File: config.mk
export PLATFORM = sky130hd
export DESIGN_NAME = mem_arbiter
export DESIGN_NICKNAME = d
export VERILOG_FILES = /design/src/rtl/mem_arbiter.sv
export SDC_FILE = /design/constraint.sdc
export NUM_CORES = 1
export LEC_CHECK = 0
export CORE_MARGIN = 1.5
export CORE_UTILIZATION = 30
export CTS_CLUSTER_DIAMETER = 200
export DETAILED_ROUTE_END_ITERATION = 12
export DONT_BUFFER_PORTS = 1
export GPL_TIMING_DRIVEN = 0
export PLACE_DENSITY_LB_ADDON = 0.1
export SLEW_MARGIN = 30
export SYNTH_ARGS = -nofsm -noshare
export SYNTH_HDL_FRONTEND = slang
export SYNTH_SLANG_ARGS = --single-unit
File: constraint.sdc
create_clock -name clk -period 5.3 [get_ports clk]
set_input_delay 1.59 -clock clk [delete_from_list [all_inputs] [get_ports clk]]
set_output_delay 1.59 -clock clk [all_outputs]
set_load 0.03 [all_outputs]
File: src/rtl/mem_arbiter.sv
// Round-robin arbiter/sequencer sharing one single-port RAM between instr fetch, CPU data and keypad/LCD FSM.
// Latency: request-to-hit 4 cycles at zero wait, +1 per extra busy cycle; one transaction per 5 cycles.
// Backpressure: level-held requests wait in IDLE; RAM busy_i stalls WAIT until done or TIMEOUT abort.
module mem_arbiter #(
    parameter int AW      = 12,
    parameter int TIMEOUT = 255
) (
    input  logic          clk,
    input  logic          nRST,
    input  logic          iread,
    input  logic [31:0]   iaddr,
    output logic          ihit,
    output logic [31:0]   idata,
    input  logic          dread,
    input  logic          dwrite,
    input  logic [31:0]   daddr,
    input  logic [31:0]   dwdata,
    input  logic [3:0]    dsel,
    output logic          dhit,
    output logic [31:0]   drdata,
    input  logic          aread,
    input  logic          awrite,
    input  logic [31:0]   aaddr,
    input  logic [31:0]   awdata,
    input  logic [3:0]    asel,
    output logic          ahit,
    output logic [31:0]   ardata,
    output logic          read_o,
    output logic          write_o,
    output logic [AW-1:0] adr_o,
    output logic [31:0]   dat_o,
    output logic [3:0]    sel_o,
    input  logic [31:0]   dat_i,
    input  logic          busy_i,
    output logic          err_o,
    output logic [1:0]    grant_o
);
    localparam int CW = $clog2(TIMEOUT + 2);

    typedef enum logic [1:0] {S_IDLE, S_ISSUE, S_WAIT, S_DONE} state_t;

    state_t        state;
    logic [1:0]    owner;
    logic [1:0]    last_grant;
    logic [1:0]    nxt;
    logic          op_wr;
    logic [CW-1:0] cnt;
    logic [3:0]    pend;
    logic [31:0]   req_addr;
    logic [31:0]   req_wdata;
    logic [3:0]    req_sel;
    logic          req_wr;
    logic          ram_done;
    logic          tmo_done;
    logic          unused_addr_hi;

    // Requester codes match grant_o: 1 instr, 2 data, 3 FSM; bit 0 (no owner) is never pending.
    assign pend = {aread | awrite, dread | dwrite, iread, 1'b0};

    function automatic logic [1:0] rr_next(input logic [1:0] last, input logic [3:0] p);
        logic [1:0] c;
        logic [1:0] r;
        c = last;
        r = 2'd0;
        for (int k = 0; k < 3; k++) begin
            c = (c == 2'd3 || c == 2'd0) ? 2'd1 : c + 2'd1;
            if (p[c] && r == 2'd0) r = c;
        end
        return r;
    endfunction

    assign nxt = rr_next(last_grant, pend);

    always_comb begin
        req_addr  = 32'h0;
        req_wdata = 32'h0;
        req_sel   = 4'h0;
        req_wr    = 1'b0;
        case (nxt)
            2'd1: begin
                req_addr = iaddr;
                req_sel  = 4'hF;
            end
            2'd2: begin
                req_addr  = daddr;
                req_wdata = dwdata;
                req_sel   = dsel;
                req_wr    = dwrite;
            end
            2'd3: begin
                req_addr  = aaddr;
                req_wdata = awdata;
                req_sel   = asel;
                req_wr    = awrite;
            end
            default: ;
        endcase
    end

    assign unused_addr_hi = |req_addr[31:AW];

    // busy_i is not trusted in the first WAIT cycle (cnt == 0); completion beats a same-cycle timeout.
    assign ram_done = (state == S_WAIT) && (cnt != '0) && !busy_i;
    assign tmo_done = (state == S_WAIT) && !ram_done && (cnt == CW'(TIMEOUT));

    always_ff @(posedge clk or negedge nRST) begin
        if (!nRST) begin
            state      <= S_IDLE;
            owner      <= 2'd0;
            last_grant <= 2'd3;
            op_wr      <= 1'b0;
            cnt        <= '0;
            grant_o    <= 2'd0;
            read_o     <= 1'b0;
            write_o    <= 1'b0;
            adr_o      <= '0;
            dat_o      <= 32'h0;
            sel_o      <= 4'h0;
            ihit       <= 1'b0;
            dhit       <= 1'b0;
            ahit       <= 1'b0;
            err_o      <= 1'b0;
            idata      <= 32'h0;
            drdata     <= 32'h0;
            ardata     <= 32'h0;
        end else begin
            ihit    <= 1'b0;
            dhit    <= 1'b0;
            ahit    <= 1'b0;
            err_o   <= 1'b0;
            read_o  <= 1'b0;
            write_o <= 1'b0;
            case (state)
                S_IDLE: begin
                    if (nxt != 2'd0) begin
                        owner      <= nxt;
                        grant_o    <= nxt;
                        last_grant <= nxt;
                        op_wr      <= req_wr;
                        adr_o      <= req_addr[AW-1:0];
                        dat_o      <= req_wdata;
                        sel_o      <= req_sel;
                        read_o     <= !req_wr;
                        write_o    <= req_wr;
                        state      <= S_ISSUE;
                    end
                end
                S_ISSUE: begin
                    cnt   <= '0;
                    state <= S_WAIT;
                end
                S_WAIT: begin
                    cnt <= cnt + CW'(1);
                    if (ram_done && !op_wr) begin
                        case (owner)
                            2'd1:    idata  <= dat_i;
                            2'd2:    drdata <= dat_i;
                            2'd3:    ardata <= dat_i;
                            default: ;
                        endcase
                    end
                    if (ram_done || tmo_done) begin
                        ihit    <= (owner == 2'd1);
                        dhit    <= (owner == 2'd2);
                        ahit    <= (owner == 2'd3);
                        err_o   <= tmo_done;
                        grant_o <= 2'd0;
                        state   <= S_DONE;
                    end
                end
                S_DONE: state <= S_IDLE;
                default: state <= S_IDLE;
            endcase
        end
    end
endmodule

==> impl_results.md <==
* Status: finished clean
* Post-CTS Setup Bufs at 0
* Antenna Nets Post-Route at 0
* Asr flop ratio synth at 100%
* PD cells at between 700 and 800 mW/mm2
* Lkg Pwr at approximately 3.7 nW
* Final Power at 6.46 mW
* CP Max Fanout at 10
* Row Count at 56
* Setup crit end kind: register
* Commonest non-fill, non-tap cells in the layout: dfrtp_1 (166), mux2_2 (98), nand2_1 (66)
* Number of synthesized flops with an enable pin at 0
* Vias in the first global route at about 4900
* VDD IR max at a little over 0.3 mV
* Synthesized area at roughly 0.0071 mm2
* Sink Count at 168
* Flops & latches, synth at 168
* Dpl cell area at approximately 0.0075 mm2
* First-pass iteration count of the detailed router at 5
* Fillcell total at roughly 2400
* Final Hold Violating Endpoints at 0
* Syn avg cell area at 12.3 um2
* Worst skew pair latency at 0.42 ns
* Clock transition at path regs at 0.07 ns
* Mapped Cells at 583
* Top cells by area, synth: dfrtp_1 (58%), mux2_2 (15%), o21ai_0 (3.8%)
* IO Port Bufs at 0
* Horiz. Die Dim at between 150 and 200 um
* I/O pins at 360
* Fin crit share at between 60 and 70%
* Endpoints failing setup at 0
* Drt initial violations at around 320
* Cts bufs inserted at 17
* Max_cap viols at 0
* Unrepaired setup endpoints after global routing: false
* Synth top area share at 58.1%
* Crit path launch type: input pin
* Pin count of the biggest net entering global routing at around 170
* Setup Crit Path Kind: in2reg
* Worst setup margin at 1.86 ns
* Sequential cell area at 0.00421 mm2
* Design area at 0.00810 mm2
* Post-layout util at roughly 35%
* Post-synth top area cell: dfrtp_1
* Commonest non-fill, non-tap cell in the layout: dfrtp_1
* Switch share at 48.9%
* Final nets at 818
* DRC violations left at 0
* Sequential power share at around half
* CTS Root Cell: clkbuf_16
* Int Pwr at 3.30 mW
* Ys flop type: dfrtp_1
* Resized cells post-CTS at 0
* Overall Global Routing Usage at between 10% and 20%
* Library cells used by synthesis at between 50 and 60
* CTS tree: built
* Relative slew slack at between 50% and 60%
* Total number of vias at around 4800
* Initial antenna violation count at 4
* CP required at 5.63 ns
* Clock Path Buffers at 2
* Gp weighted congestion at ~0.76
* Layout area overhead at 13.3%
* Slew @ Worst Pin at 0.738 ns
* Psw at about 3.2 mW
* Setup TNS at 0 ns
* DIE AREA at 0.0248 mm2
* Gr ovfl total at 0
* Pre-CTS WS at between 1 and 1.5 ns
* Clock network power share at between 10% and 20%
* Area of the multi-input gates at about 0.0027 mm2
* Fmax at slightly below 300 MHz
* Seq/Total Area, Yosys at just under 60%
* Layout cells sized above 1 at between 20% and 30%
* Crit path time final at approximately 3.4 ns
* HPWL Detailed at 14.7 mm
* Routed WL per cell at between 20 and 25 um
* Critical Path AT at 3.76 ns
* Max Transition Viols Final at 0
* Overall routed net length at 19.9 mm
* Initial core utilization at ~31%
* Die height at 157 um
* Total core area at 0.0234 mm2
* HP Class: reg2reg
* Syn nets at around 800
* Gate power share at 31.2%
* Final setup skew at 0.0165 ns
* Depth of the CTS H-tree at 4
* Global-route wire length before repair at just under 30 mm
* Mean number of vias per cell at 5.11
* YS warnings at 0
* CTS Hold Bufs at 0
synthesized netlist by cell type, types with 2 or more instances:
cell      count
a21o_1        3
mux2_2       98
a31oi_1       2
o21ai_1       4
dfrtp_1     166
nor2b_1       2
or2_2         2
dfstp_2       2
o21ba_2       2
nor3b_1       3
and3_1        4
a222oi_1      9
nand2_1      66
ha_1          8
nor3_1        8
or3_1         2
clkbuf_1     13
inv_1        16
nor2_1       14
o21a_1        2
o221ai_1      3
a22oi_1      34
nor3b_2       2
o21ai_0      54
mux2i_1       4
a21oi_1       4
xor2_1        2
buf_2        20
o22ai_1       5
nand3_1       6
buf_4         2
registers in the layout, indices dropped and copies added, names as in the netlist, 2 cells and up:
name / flops
last_grant: 2
owner: 2
drdata: 32
idata: 32
state: 2
ardata: 32
grant_o: 2
cnt: 9
dat_o: 32
sel_o: 4
adr_o: 12
per-stage QoR:
step                      hold WS, ns  cells
final                           0.523    936
after global routing            0.547    934
after CTS                       0.532    933
after detailed placement        0.517    902
after global placement          0.484    902
after floorplan                 0.473    583
worst max-delay path, stage by stage:
cell and delay [ns]:
o31a_1 0.27, nor3_1 0.27, a41o_1 0.14, clkbuf_1 0.48, clkbuf_1 0.61, a222oi_1 0.20, o21ai_0 0.20
power by group through the flow:
| stage | sequential [mW] | combinational (mW) | clock, mW |
|---|---|---|---|
| 3_5_place_dp | 3.31 | 2.06 | 0 |
| 2_1_floorplan | 3.13 | 1.53 | 0 |
| 5_1_grt | 3.35 | 2.26 | 1.27 |
| 4_1_cts | 3.29 | 2.05 | 1.21 |
| 3_3_place_gp | 3.31 | 1.97 | 0 |
| 6_report | 3.28 | 2.02 | 1.17 |
final timing paths:
kind | start | slack, ns | cells after the start | endpoint
worst max-delay path | dread | 1.86 | 7 | adr_o[7]
worst max register to register | last_grant[0] | 2.01 | 10 | adr_o[7]
worst min-delay path | op_wr | 0.52 | 2 | op_wr
min in group asynchronous | nRST | 0.86 | 0 | idata[18]
worst min register to register | op_wr | 0.52 | 2 | op_wr
max in group asynchronous | nRST | 3.97 | 0 | last_grant[1]
cell families after synthesis:
kind of cell / after synthesis / synth area share (%)
DFF: 168 / 58.8
AOI/OAI and AO/OA: 134 / 12.8
and+or+nand+nor: 116 / 7.39
muxes: 102 / 16.0
buffers and inverters: 53 / 3.34
adders and majority gates: 8 / 1.40
xor gates and xnor gates: 2 / 0.245
final cells by class:
type | instances | share of cell area [%]
Clock buffer | 19 | 5.59
Multi-Input combinational cell | 362 | 33.4
Tap cell | 319 | 4.93
Buffer | 37 | 2.21
Clock inverter | 12 | 1.14
Inverter | 16 | 0.741
Antenna cell | 3 | 0.0927
Sequential cell | 168 | 51.9
routing by layer:
layer	vias to the layer above	share of wire [%]	global-route usage [%]
met5	-	0	0
met4	0	1.9	4.76
met3	23	10	6.80
met2	229	49	26.9
met1	2390	39	18.3
li1	2143	-	-
(Power assumes the default switching activity.)
